--- src/rtl/bcd_down_timer.sv ---
// bcd_down_timer: loadable multi-digit BCD countdown timer with pause/hold,
// a one-cycle terminal-count pulse and a sticky invalid-load flag.
module bcd_down_timer #(
   parameter int DIGITS = 2
) (
   input  logic                clk,
   input  logic                rst,
   input  logic                load,
   input  logic [4*DIGITS-1:0] load_val,
   input  logic                start,
   input  logic                pause,
   output logic [4*DIGITS-1:0] count,
   output logic                busy,
   output logic                done,
   output logic                err
);

   localparam int W = 4 * DIGITS;
   localparam logic [W-1:0] ZERO = {W{1'b0}};
   localparam logic [W-1:0] ONE  = {{(W-1){1'b0}}, 1'b1};

   typedef enum logic [1:0] {
      S_IDLE = 2'd0,
      S_RUN  = 2'd1,
      S_HOLD = 2'd2,
      S_DONE = 2'd3
   } state_t;

   state_t         state_r, state_s;
   logic [W-1:0]   count_r, count_s;
   logic           busy_r, busy_s;
   logic           done_r, done_s;
   logic           err_r, err_s;

   // True when every nibble holds a decimal digit.
   function automatic logic bcd_valid(input logic [W-1:0] v);
      logic ok;
      ok = 1'b1;
      for (int i = 0; i < DIGITS; i++) begin
         if (v[4*i +: 4] > 4'd9) begin
            ok = 1'b0;
         end else begin
            ok = ok;
         end
      end
      return ok;
   endfunction

   // BCD minus one: a digit borrows (0 -> 9) only while every lower digit is 0.
   function automatic logic [W-1:0] bcd_dec(input logic [W-1:0] v);
      logic [W-1:0] r;
      logic         borrow;
      r      = v;
      borrow = 1'b1;
      for (int i = 0; i < DIGITS; i++) begin
         if (borrow) begin
            if (v[4*i +: 4] == 4'd0) begin
               r[4*i +: 4] = 4'd9;
            end else begin
               r[4*i +: 4] = v[4*i +: 4] - 4'd1;
               borrow      = 1'b0;
            end
         end else begin
            r[4*i +: 4] = v[4*i +: 4];
         end
      end
      return r;
   endfunction

   // State register and registered outputs.
   always_ff @(posedge clk or posedge rst) begin
      if (rst) begin
         state_r <= S_IDLE;
         count_r <= ZERO;
         busy_r  <= 1'b0;
         done_r  <= 1'b0;
         err_r   <= 1'b0;
      end else begin
         state_r <= state_s;
         count_r <= count_s;
         busy_r  <= busy_s;
         done_r  <= done_s;
         err_r   <= err_s;
      end
   end

   // Next-state and next-output decode.
   always_comb begin
      state_s = state_r;
      count_s = count_r;
      busy_s  = 1'b0;
      done_s  = 1'b0;
      err_s   = err_r;

      case (state_r)
         S_IDLE, S_DONE: begin
            if (load) begin
               if (bcd_valid(load_val)) begin
                  count_s = load_val;
                  err_s   = 1'b0;
                  state_s = S_IDLE;
               end else begin
                  err_s   = 1'b1;
               end
            end else if (start) begin
               if (count_r != ZERO) begin
                  state_s = S_RUN;
               end else begin
                  state_s = S_DONE;
                  done_s  = 1'b1;
               end
            end else begin
               state_s = state_r;
            end
         end
         S_RUN: begin
            if (pause) begin
               state_s = S_HOLD;
            end else if ((count_r == ONE) || (count_r == ZERO)) begin
               // Terminal edge: land exactly on zero, never wrap.
               count_s = ZERO;
               state_s = S_DONE;
               done_s  = 1'b1;
            end else begin
               count_s = bcd_dec(count_r);
            end
         end
         S_HOLD: begin
            if (pause) begin
               state_s = S_HOLD;
            end else begin
               state_s = S_RUN;
            end
         end
         default: begin
            state_s = S_IDLE;
         end
      endcase

      if ((state_s == S_RUN) || (state_s == S_HOLD)) begin
         busy_s = 1'b1;
      end else begin
         busy_s = 1'b0;
      end
   end

   assign count = count_r;
   assign busy  = busy_r;
   assign done  = done_r;
   assign err   = err_r;

endmodule

--- config.mk ---
export PLATFORM = sky130hd
export DESIGN_NAME = bcd_down_timer
export DESIGN_NICKNAME = d
export VERILOG_FILES = /design/src/rtl/bcd_down_timer.sv
export SDC_FILE = /design/constraint.sdc
export NUM_CORES = 1
export LEC_CHECK = 0
export CORE_ASPECT_RATIO = 0.75
export CORE_MARGIN = 5
export CORE_UTILIZATION = 51
export DETAILED_ROUTE_END_ITERATION = 16
export PLACE_DENSITY = 0.84
export SYNTH_ARGS = -nofsm -noshare
export SYNTH_HDL_FRONTEND = slang
export SYNTH_SLANG_ARGS = --single-unit
--- constraint.sdc ---
create_clock -name clk -period 3.6 [get_ports clk]
set_input_delay 0.72 -clock clk [delete_from_list [all_inputs] [get_ports clk]]
set_output_delay 0.72 -clock clk [all_outputs]
set_load 0.005 [all_outputs]
=== Word-level counts from Yosys, hierarchy flattened ===
Index checks and enable logic that the tools add are counted.

* Bits in registers: 13
* Latch bits: 0
* Bits in writable memories: 0
* ROM bits: 0
* Output and inout port bits: 11
* Logic and storage cells: 64
* Memories kept: 0

* $add $sub $neg: 2
* $mul: 0
* Div/mod/pow operators: 0
* $lt $le $gt $ge: 2
* Equality and inequality tests: 10
* Shift-type cells: 0
* Mux-type cells: 32
* Bitwise operators: 0
* Reduce and logical (&&, ||, !) cells: 12

{| class="wikitable"
|+ Operator list
! cell !! count
|-
| $mux 8 || 4
|-
| $pmux 8 s2 || 1
|-
| $mux 1 || 15
|-
| $mux 2 || 7
|-
| $mux 4 || 3
|-
| $eq 8x1->1 const B || 1
|-
| $gt 4x4->1 const B || 2
|-
| $logic_not 4->1 || 2
|-
| $logic_not 8->1 || 1
|-
| $reduce_bool 8->1 || 1
|-
| $sub 4x1->4 const B || 2
|-
| $eq 2x2->1 const B || 3
|-
| $ne 2x2->1 const B || 3
|-
| $pmux 2 s3 || 1
|-
| $reduce_and 5->1 || 1
|-
| $eq 2x1->1 const B || 2
|-
| $reduce_and 4->1 || 1
|-
| $ne 3x3->1 const B || 1
|-
| $logic_not 2->1 || 1
|-
| $logic_or 1x1->1 || 2
|-
| $pmux 1 s2 || 1
|-
| $reduce_and 2->1 || 1
|-
| $reduce_bool 2->1 || 1
|-
| $reduce_or 2->1 || 1
|}

=== Longest topological paths before layout ===
Gate-level depths: netlist of the first run.

* Depth after elaboration: 11
* Mapped depth: 8
* Depth with buffers taken out: 7

=== Worst setup path after synthesis of the first run ===
No wires, ideal clock.

* Path type: reg2reg
* Start: register count_r[4] (netlist: count[4])
* End: register count_r[5] (netlist: count[5])
* Arrival time: 2.190 ns
* Data required time: 3.472 ns
* Setup slack: 1.282 ns
* Cell stages (with the launch flop): 9
* Buffers on the path: 1
* Clock period less this slack: 2.318 ns
* Cells stage by stage: dfrtp_1 inv_1 ha_1 or3b_1 buf_6 o311a_1 a2111o_1 a221oi_2 a21oi_1

* Longest elaborated chain between the ends: 6
* Elaborated cells on any way between the ends: 12
* Those cells by class: add/sub (1); eq/ne (2); mux (5); reduce/logical (4)

{| class="wikitable"
|+ RTL lines
! item !! RTL line !! source
|-
| start: declaration || 30 || <nowiki>logic [W-1:0] count_r, count_s;</nowiki>
|-
| start signal: assignment || 80 || <nowiki>count_r <= count_s;</nowiki>
|-
| $sub 4x1->4 or $logic_not 4->1 (tied branches) || 60, 57 ||
|-
| $mux 4 || 57 || <nowiki>if (v[4*i +: 4] == 4'd0) begin</nowiki>
|-
| $mux 4 || 56 || <nowiki>if (borrow) begin</nowiki>
|-
| $mux 8 || 119 || <nowiki>end else if ((count_r == ONE) || (count_r == ZERO)) begin</nowiki>
|-
| $mux 8 || 117 || <nowiki>if (pause) begin</nowiki>
|-
| $pmux 8 s2 || 95 || <nowiki>case (state_r)</nowiki>
|}

Several ways; a longest one is shown, not always the timed one. The select of a mux whose other input is x is not followed.
A chain may end at the register's enable or synchronous reset.

=== Worst setup path in the final report of the first run ===
* Start: register count_r[4] (netlist: count[4])
* End: register busy_r (netlist: busy)

* Longest elaborated chain between the ends: 8
* Elaborated cells on any way between the ends: 14
* Those cells by class: eq/ne (3); mux (7); reduce/logical (4)

{| class="wikitable"
|+ RTL lines
! item !! RTL line !! source
|-
| $eq 8x1->1 (tied with other cells) || 119 ||
|-
| $logic_or 1x1->1 or $mux 2 (tied branches) || 119, 106 ||
|-
| $mux 2, on equally long branches || 119, 105 ||
|-
| $mux 2, on equally long branches || 117, 97 ||
|-
| $pmux 2 s3 (*) || 95 ||
|-
| $eq 2x1->1 or $eq 2x2->1 (tied branches) || 140 || <nowiki>if ((state_s == S_RUN) || (state_s == S_HOLD)) begin</nowiki>
|-
| $logic_or 1x1->1 (*) || 140 ||
|-
| $mux 1 (*) || 140 ||
|-
| named net busy_s || 31 || <nowiki>logic busy_r, busy_s;</nowiki>
|-
| end signal: assignment || 81 || <nowiki>busy_r <= busy_s;</nowiki>
|-
| end: declaration || 31 ||
|}

The timed path passes the listed nets; every way through them passes the cells marked *.

==> results of run 1 <==
-- power breakdown --
part           switching [mW]  total [mW]  internal [mW]
clock network          0.0535      0.0948         0.0413
registers              0.0842       0.299          0.215
logic                   0.349       0.649          0.300
-- critical path, cell delays in order, from the launching register on --
cell	delay [ns]
dfrtp_1	0.45
inv_1	0.10
ha_1	0.18
or3b_1	0.48
nor3_1	0.76
o31ai_1	0.21
and3_1	0.21
a211oi_1	0.24
-- registers in the layout (all words and copies together), names as in the netlist --
name / cells
count: 8
state_r: 2
busy: 1
done: 1
err: 1
-- through the flow --
step | setup slack, ns | cells
finish | 0.855 | 159
global placement | 0.869 | 155
detailed placement | 0.720 | 155
CTS | 0.988 | 159
global route | 0.708 | 159
floorplan | 1.28 | 113
-- logic make-up (layout without fill, tap and decap cells) --
group / after synthesis / in the layout
compound gates: 42 / 42
simple gates: 30 / 30
buf+inv: 18 / 42
flops: 13 / 13
fa+ha+maj: 7 / 7
mux: 3 / 3
-- final timing paths --
kind,end,depth (start not counted)
max,busy,7
min,err,2
max reg2reg,busy,7
min reg2reg,err,2
max in group asynchronous,busy,2
min in group asynchronous,count[2],2
-- routing by layer --
metal  wire length, um  vias up  track usage, %
li1                  -      462               -
met1              1130      452            25.6
met2              1100       64            33.0
met3               218       11            6.20
met4                38        0            6.64
met5                 0        -               0
-- layout by cell type (no fill, tap or decap), drive strengths merged --
cell type and n:
a41o 1, o31a 1, nand2 6, nor3 2
o311a 1, nor4b 1, a211oi 3, o21ai 7
a21oi 12, o31ai 3, a41oi 2, clkdlybuf4s50 23
nor2 11, nor4 2, ha 7, and3 1
or3b 2, a22oi 1, clkbuf 3, o221ai 1
or2 1, dfrtp 13, a31oi 2, a221oi 1
clkinv 1, o311ai 3, nor2b 3, inv 15
o22ai 1, mux2i 3, a2111o 1, nand2b 1
o21bai 2
-- final cells by class --
type,count,area [um2]
fillers,143,533
well taps,22,27.5
repair buffers,23,230
clock inverters,1,5.00
multi-input cells,82,557
inverters,15,56.3
flip-flops and latches,13,325
clock buffers,3,22.5
==> results by group, run 1 <==
Routing
  • Vias per inst: 6.22
  • TritonRoute pass-1 iters: 4
  • Via count: 989
  • DRT antenna net count: 0
  • Final wirelength: 2.49 mm
  • Initial DRC count: 38
  • DRC: 0
  • DR WL/cell: about 16 um

Logic synthesis
  • Number of synthesis warnings: 0
  • Synth Cell Area: 957 um2
  • Leading area contributor after synthesis: dfrtp_1
  • Post-synth cell types: 34
  • Synth Area in Compound Gates: 30.2%
  • Largest family of logic cells by synthesized area: compound AO/OA/AOI/OAI gates
  • Synth top area cells: dfrtp_1 (34%), ha_1 (9.2%), a21oi_1 (6.3%)
  • Top cells by count, synth: inv_1 (15), dfrtp_1 (13), a21oi_1 (12)
  • Mux share of post-synthesis cell area: under 10%
  • Mapped Nets: approximately 130
  • Count leader, synth: inv_1
  • #FFs+latches synth: 13
  • Top-area cell type share of the netlist area: 34.0%
  • Ys flop type: dfrtp_1
  • Post-Synth XOR/XNOR Area: 0%
  • Post-Synthesis Cells: roughly 110
  • Register area share after synthesis: 34.0%
  • Number of flops mapped to enable cells by yosys: 0
  • Ys async rst share: 100%
  • Simple-gate portion of the synthesized area: 15.7%
  • Post-Synth Adder-Cell Area: 9.15%
  • Syn Area/Cell: 8.47 um2

Floorplan
  • # rows: 13
  • Core footprint: 1760 um2
  • Total die area: 2850 um2
  • Die Wd: about 60 um
  • Starting density of the core: 54.5%
  • Ports: 24
  • DIE HEIGHT: 47.5 um

Setup path
  • Worst path arrival time: about 2.9 ns
  • CP Launch Point: count[4]
  • CP Max Fanout: 7
  • Critical path launch point type: register
  • Setup slack, reg-to-reg: about 0.85 ns
  • Crit end category: register
  • WP data required: roughly 3.8 ns
  • Setup CP Type: reg -> reg
  • R2r startpoint: count[4]

Timing
  • Hold WS: 0.605 ns
  • Final hold vios: 0
  • Final setup TNS: 0 ns
  • Worst slew pin tran: 0.887 ns
  • F_max: 364 MHz
  • Setup Viol. Count Final: 0
  • Tmin final: 2.75 ns
  • RSZ-0062 raised after global routing: false
  • Slew headroom: 40.5%
  • Max-slew violations: 0
  • Final period utilization: around three quarters
  • Worst Skew: 0.0113 ns

GRT
  • Vias in the first global route: 931
  • Pin count of the biggest net entering global routing: 17
  • First-pass GRT wire length: 4.20 mm
  • Antenna violations before repair: 0
  • GRT overflow: 0
  • Total GRT Usage: 20.1%

Hold path
  • Hold WC Path Type: reg -> reg
  • Hold_sp: err

Clock network
  • CTS buffer count: 3
  • CTS tree: done
  • Hold buffer count at CTS: 0
  • # clock sinks: 13
  • Root buffer selected by CTS: clkbuf_4
  • Setup Fix Bufs, Post-CTS: 0
  • Worst-path clk slew: 0.09 ns
  • H-tree levels: 1
  • Clk buf depth: 2
  • PostCTS Resize Cnt: 0
  • Clk_lat worst skew: slightly below 0.3 ns

Layout
  • Nets: 158
  • Util after Layout: 69.7%
  • Final non-filler cell area: 1220 um2
  • Area Overhead vs Synth: 27.8%
  • Share of post-route cells with drive strength above 1: 5.11%
  • Antenna Cells: 0

Placed design
  • RD Place Congestion: ~0.9
  • Dpl hpwl: roughly 1.9 mm
  • Dpl cell area: 1200 um2
  • Buffers on Ports: 23

Pwr
  • Maximum vdd ir drop: 0.577 mV
  • Cell Pwr Density: 852 nW/um2
  • Leak: 0.533 nW
  • Design Power: 1.04 mW

Status
  • Status: finished clean

Run
  • Max-cap violations: 0
(Power assumes the default switching activity.)
==> inputs of run 2 (changes only) <==
CORE_UTILIZATION = 43   (was 51)
PLACE_DENSITY = 0.76   (was 0.84)
clock period = 2.3 ns   (was 3.6 ns; I/O delays follow)
==> run 2 against run 1 <==
  * Sequential cell count did not move
  * First-iteration DRC count is 37% higher
  * Via count rose by 3.9%
  * Global-route usage down 3.3 points
  * Sequential power increased by 44%
  * Sequential share of layout area shrank 2.9 points
  * Utilization shrank 3.2 points
  * Count of clock-buffer cells in the layout rose by 1
  * Critical path depth unchanged
  * Final area grew 12%
  * Critical endpoint is now count[5]
  * Largest cell class unchanged
==> results by group, run 2 (same netlist as run 1, synthesis figures left out) <==
Timing
  • Final hold vios: 0
  • Final setup TNS: 0 ns
  • RSZ-0062 raised after global routing: false
  • Final period utilization: 95.4%
  • Hold WS: approximately 0.5 ns
  • Slew headroom: 63.5%
  • F_max: 456 MHz
  • Worst Skew: between 0.005 and 0.006 ns
  • Setup Viol. Count Final: 0
  • Max-slew violations: 0
  • Worst slew pin tran: around 0.55 ns
  • Tmin final: 2.19 ns

GRT
  • Total GRT Usage: 16.8%
  • Antenna violations before repair: 0
  • Met2 Use GR: a little over a quarter
  • Vias in the first global route: 1001
  • M1 GR Usage: 22.2%
  • GRT Max-Usage Layer: met2
  • Pin count of the biggest net entering global routing: 14
  • First-pass GRT wire length: 4.37 mm
  • GRT overflow: 0
  • M3 GR Usage: 5.48%

Hold path
  • Hold WC Path Type: in -> async

Layout
  • Nets: ~180
  • FILL cells: 166
  • Commonest non-fill, non-tap cell in the layout: clkdlybuf4s50_1
  • Most frequent cells in the layout: clkdlybuf4s50_1 (23), buf_4 (17), inv_1 (13), dfrtp_1 (13), a21oi_1 (12)
  • Number of flip-flops in the largest register: 8
  • Antenna Cells: 0
  • Area Overhead vs Synth: 43.5%
  • Util after Layout: 66.5%
  • Share of post-route cells with drive strength above 1: 18.2%
  • Final cell count without fillers: 178

Placed design
  • RD Place Congestion: roughly 0.85
  • Post-Place Cells: 169
  • Buffers on Ports: 23
  • Dpl hpwl: 1.99 mm

Routing
  • Final wirelength: between 2 and 3 mm
  • Initial DRC count: between 50 and 60
  • DR WL/cell: 15.1 um
  • DRC: 0
  • Via count: 1028
  • Vias per inst: 5.78
  • DRT antenna net count: 0
  • TritonRoute pass-1 iters: 4

Floorplan
  • Die Wd: 64.5 um
  • DIE HEIGHT: 50.9 um
  • Core footprint: between 2000 and 2500 um2
  • # rows: 14
  • Total die area: 3280 um2
  • Starting density of the core: around 46%
  • Ports: 24

Setup path
  • Worst path arrival time: roughly 2.4 ns
  • Worst reg2reg path depth: 7
  • Critical path launch point type: register
  • Reg2reg end: count[5]
  • Setup CP Type: reg -> reg
  • CP Max Fanout: 7
  • R2r startpoint: count[5]
  • Crit end category: register
  • WP data required: 2.47 ns
  • Setup slack, reg-to-reg: 0.11 ns

Pwr
  • Part of the power in registers: 22.9%
  • Cell Pwr Density: 1370 nW/um2
  • Maximum vdd ir drop: 0.698 mV
  • Switching share of power: 44.1%
  • Clock share of power: 8.2%
  • Power Internal: 1.05 mW
  • Gate power share: 68.9%
  • Leak: 0.613 nW
  • Sw Pwr: 830 uW

Clock network
  • CTS tree: done
  • CTS buffer count: 3
  • # clock sinks: 13
  • H-tree levels: 1
  • Clk_lat worst skew: 0.29 ns
  • Clk buf depth: 2
  • Worst-path clk slew: 0.09 ns
  • Root buffer selected by CTS: clkbuf_4

Run
  • Max-cap violations: 0

Status
  • Status: finished clean
## run 2: changes by cell type in the layout (fill, tap and decap cells not counted), sizes merged
cell,before,now
clkbuf,3,4
buf,0,17
clkinv,1,0
## run 2: how the worst max path moves through the flow
stage           startpoint  depth (start not counted)  endpoint
2_1_floorplan     count[4]                          8  count[5]
3_3_place_gp   load_val[1]                          8  count[1]
3_5_place_dp      count[5]                          7  count[5]
4_1_cts           count[5]                          7  count[5]
5_1_grt           count[5]                          7  count[6]
6_report          count[5]                          7  count[5]
## run 2: power groups by stage
| stage | registers, mW | clock network, mW | logic (mW) |
|---|---|---|---|
| 2_1_floorplan | 0.443 | 0 | 0.668 |
| 3_3_place_gp | 0.429 | 0 | 1.13 |
| 3_5_place_dp | 0.433 | 0 | 1.17 |
| 4_1_cts | 0.428 | 0.155 | 1.27 |
| 5_1_grt | 0.446 | 0.165 | 1.43 |
| 6_report | 0.431 | 0.153 | 1.30 |
## run 2: stage by stage
step                area [um2]  power (mW)  worst slack (ns)
floorplan                  957        1.11            0.0794
detailed placement        1290        1.60           -0.0504
global placement          1290        1.56            0.0619
CTS                       1370        1.85          0.000359
global route              1370        2.04           0.00562
finish                    1370        1.88             0.106
## run 2: what timing repair did
item                                   4_1_cts  5_1_grt
gates resized for setup                      5        2
pin swaps                                    3        2
setup endpoints to repair                    3        4
hold buffers                                 0        0
endpoints found under the hold margin        0        0
setup buffers                                5        0
## run 2: per-layer routing
layer | vias to the layer above | wire length (um) | share of wire (%)
met4 | 0 | 38 | 1.4
li1 | 497 | - | -
met3 | 7 | 232 | 8.6
met5 | - | 0 | 0
met2 | 56 | 1250 | 46
met1 | 468 | 1180 | 44
## run 2: critical path, cell delays in order, from the launching register on
cell and delay [ns]:
dfrtp_1 0.40, inv_2 0.09, ha_4 0.14, or3b_4 0.38
o311a_1 0.36, a2111o_1 0.42, a221oi_2 0.22, a21oi_1 0.06
## run 2: layout make-up
type / count / area, um2 / share of cell area, %
timing repair buffer: 40 / 358 / 26.0
tap: 24 / 30.0 / 2.19
clock buffer: 4 / 26.3 / 1.91
sequential: 13 / 325 / 23.7
inverter: 15 / 56.3 / 4.10
multi-input combinational: 82 / 578 / 42.1
==> inputs of run 3 (changes only) <==
CORE_UTILIZATION = 51   (was 43)
MAX_ROUTING_LAYER = met4   (was unset)
PLACE_DENSITY = 0.84   (was 0.76)
clock period = 2.6 ns   (was 2.3 ns; I/O delays follow)
==> run 3 against run 2 <==
  * Die area is 13% lower
  * Routed wire length decreased by 2.0%
  * Fmax decreased by 9.6%
  * Global-route usage increased by 4.7 points
  * Utilization increased by 4.8 points
  * Highest routed layer unchanged
==> results by group, run 3 (same netlist as run 1, synthesis figures left out) <==
Setup path
  • Slowest-stage cell, CP: dfrtp_1
  • Cell Chain, Critical Path: inv_1 > ha_1 > or3b_1 > o311a_1 > a2111o_1 > a21oi_1 > o22ai_1
  • CP top delay family: compound AO/OA/AOI/OAI gates
  • CP bufs+invs: 1
  • R2r startpoint: count[4]
  • Critical path launch point type: register
  • Worst path arrival time: 2.58 ns
  • Crit end category: register
  • Setup CP Type: reg -> reg
  • WP data required: about 2.8 ns
  • CP Max Fanout: 8
  • Max incr delay on CP: ~0.45 ns
  • CP Launch Point: count[4]

Run
  • Max-cap violations: 0

Floorplan
  • DIE HEIGHT: around 48 um
  • Die Wd: 60.0 um
  • Starting density of the core: between 50% and 60%
  • Ports: 24
  • Total die area: 2850 um2
  • Core footprint: 1760 um2
  • # rows: 13

Status
  • Status: finished clean

Layout
  • Reg area: approximately 330 um2
  • Final cell count without fillers: around 160
  • Share of post-route cells with drive strength above 1: 7.14%
  • Nets: 161
  • Most frequent cells in the layout: clkdlybuf4s50_1 (23), inv_1 (15), dfrtp_1 (13), a21oi_1 (12), nor2_1 (11)
  • FILL cells: 152
  • Commonest non-fill, non-tap cell in the layout: clkdlybuf4s50_1
  • Number of flip-flops in the largest register: 8
  • Antenna Cells: 0
  • Area Overhead vs Synth: 30.7%
  • Multi-input gate area: 563 um2

Clock network
  • Worst-path clk slew: approximately 0.080 ns
  • Clk_lat worst skew: 0.28 ns
  • H-tree levels: 1
  • Clk buf depth: 2
  • # clock sinks: 13
  • CTS buffer count: 3
  • CTS tree: done
  • Root buffer selected by CTS: clkbuf_4
  • Setup Fix Bufs, Post-CTS: 0

Pwr
  • Leak: 0.545 nW
  • Sw Pwr: just under 700 uW
  • Switching share of power: ~47%
  • Cell Pwr Density: 1190 nW/um2
  • Maximum vdd ir drop: between 0.7 and 0.8 mV
  • Gate power share: 63.7%
  • Clock share of power: 8.6%
  • Part of the power in registers: 27.6%
  • Power Internal: 798 uW

Timing
  • RSZ-0062 raised after global routing: false
  • Worst Skew: 0.00483 ns
  • Slew headroom: 57.0%
  • Tmin final: 2.43 ns
  • Worst slew pin tran: 0.645 ns
  • F_max: about 400 MHz
  • Final setup TNS: 0 ns
  • Setup Viol. Count Final: 0
  • Final period utilization: just over 90%
  • Max-slew violations: 0
  • Final hold vios: 0

Hold path
  • Hold WC Path Type: in -> async

Placed design
  • RD Place Congestion: 0.898
  • Dpl hpwl: approximately 1.9 mm
  • Post-Place Cells: 158
  • Buffers on Ports: 23

Routing
  • TritonRoute pass-1 iters: 4
  • Via count: a little over 1k
  • Vias per inst: 6.25
  • Initial DRC count: 30
  • DRC: 0
  • DRT antenna net count: 0
  • DR WL/cell: 16.3 um
  • Final wirelength: 2.64 mm

GRT
  • Pin count of the biggest net entering global routing: 17
  • Vias in the first global route: 979
  • First-pass GRT wire length: 4.35 mm
  • GRT overflow: 0
  • Antenna violations before repair: 0
  • Total GRT Usage: 21.5%
[run 3: changes by cell type in the layout (fill, tap and decap cells not counted), sizes merged]
| cell | delta |
|---|---|
| buf | -14 |
[run 3: path summary, 6_finish.rpt]
kind	to	slack, ns	cells after the start
min in group clk	count[7]	0.59	2
worst min register to register	count[7]	0.59	2
max in group asynchronous	state_r[1]	1.70	2
worst max-delay path	count[6]	0.17	7
worst min-delay path	state_r[0]	0.56	2
worst max register to register	count[6]	0.17	7
[run 3: stage by stage]
step	utilization, %	setup WS (ns)	area [um2]	hold slack [ns]	total power, mW
after global routing	71.2	0.0243	1250	0.623	1.61
final	71.2	0.172	1250	0.563	1.49
after CTS	70.9	0.111	1240	0.577	1.48
after global placement	69.4	0.205	1220	0.550	1.30
after floorplan	-	0.282	957	0.397	0.983
after detailed placement	69.4	0.139	1220	0.583	1.33
[run 3: power groups by stage]
stage	clock network [mW]	registers (mW)	logic (mW)
final	0.129	0.412	0.951
after global routing	0.136	0.427	1.05
after CTS	0.131	0.411	0.936
after detailed placement	0	0.413	0.916
after global placement	0	0.406	0.889
after floorplan	0	0.392	0.591
[run 3: cell type report]
class / instances / area share (%)
clock buffers: 4 / 2.10
inverters: 15 / 4.50
multi-input cells: 82 / 45.0
flip-flops and latches: 13 / 26.0
well taps: 22 / 2.20
repair buffers: 26 / 20.2
[run 3: repair_timing]
| action | CTS | global route |
|---|---|---|
| setup endpoints to repair | 0 | 1 |
| hold buffers | 0 | 0 |
| hold endpoints to repair | 0 | 0 |
| gates resized for setup | 0 | 1 |
[run 3: routing by layer]
| metal | vias up | part of all wire, % | global-route usage, % |
|---|---|---|---|
| met5 | - | 0 | - |
| met1 | 480 | 41 | 24.7 |
| li1 | 470 | - | - |
| met4 | 0 | 2.1 | 9.29 |
| met2 | 53 | 48 | 35.3 |
| met3 | 10 | 9.4 | 6.47 |
[run 3: worst reg2reg max path, delay by kind of cell, from the launching register on]
kind | cells | cell delay (ns)
DFF | 1 | 0.45
and+or+nand+nor | 1 | 0.45
AOI/OAI and AO/OA | 4 | 1.11
adders and majority gates | 1 | 0.19
buffers and inverters | 1 | 0.11
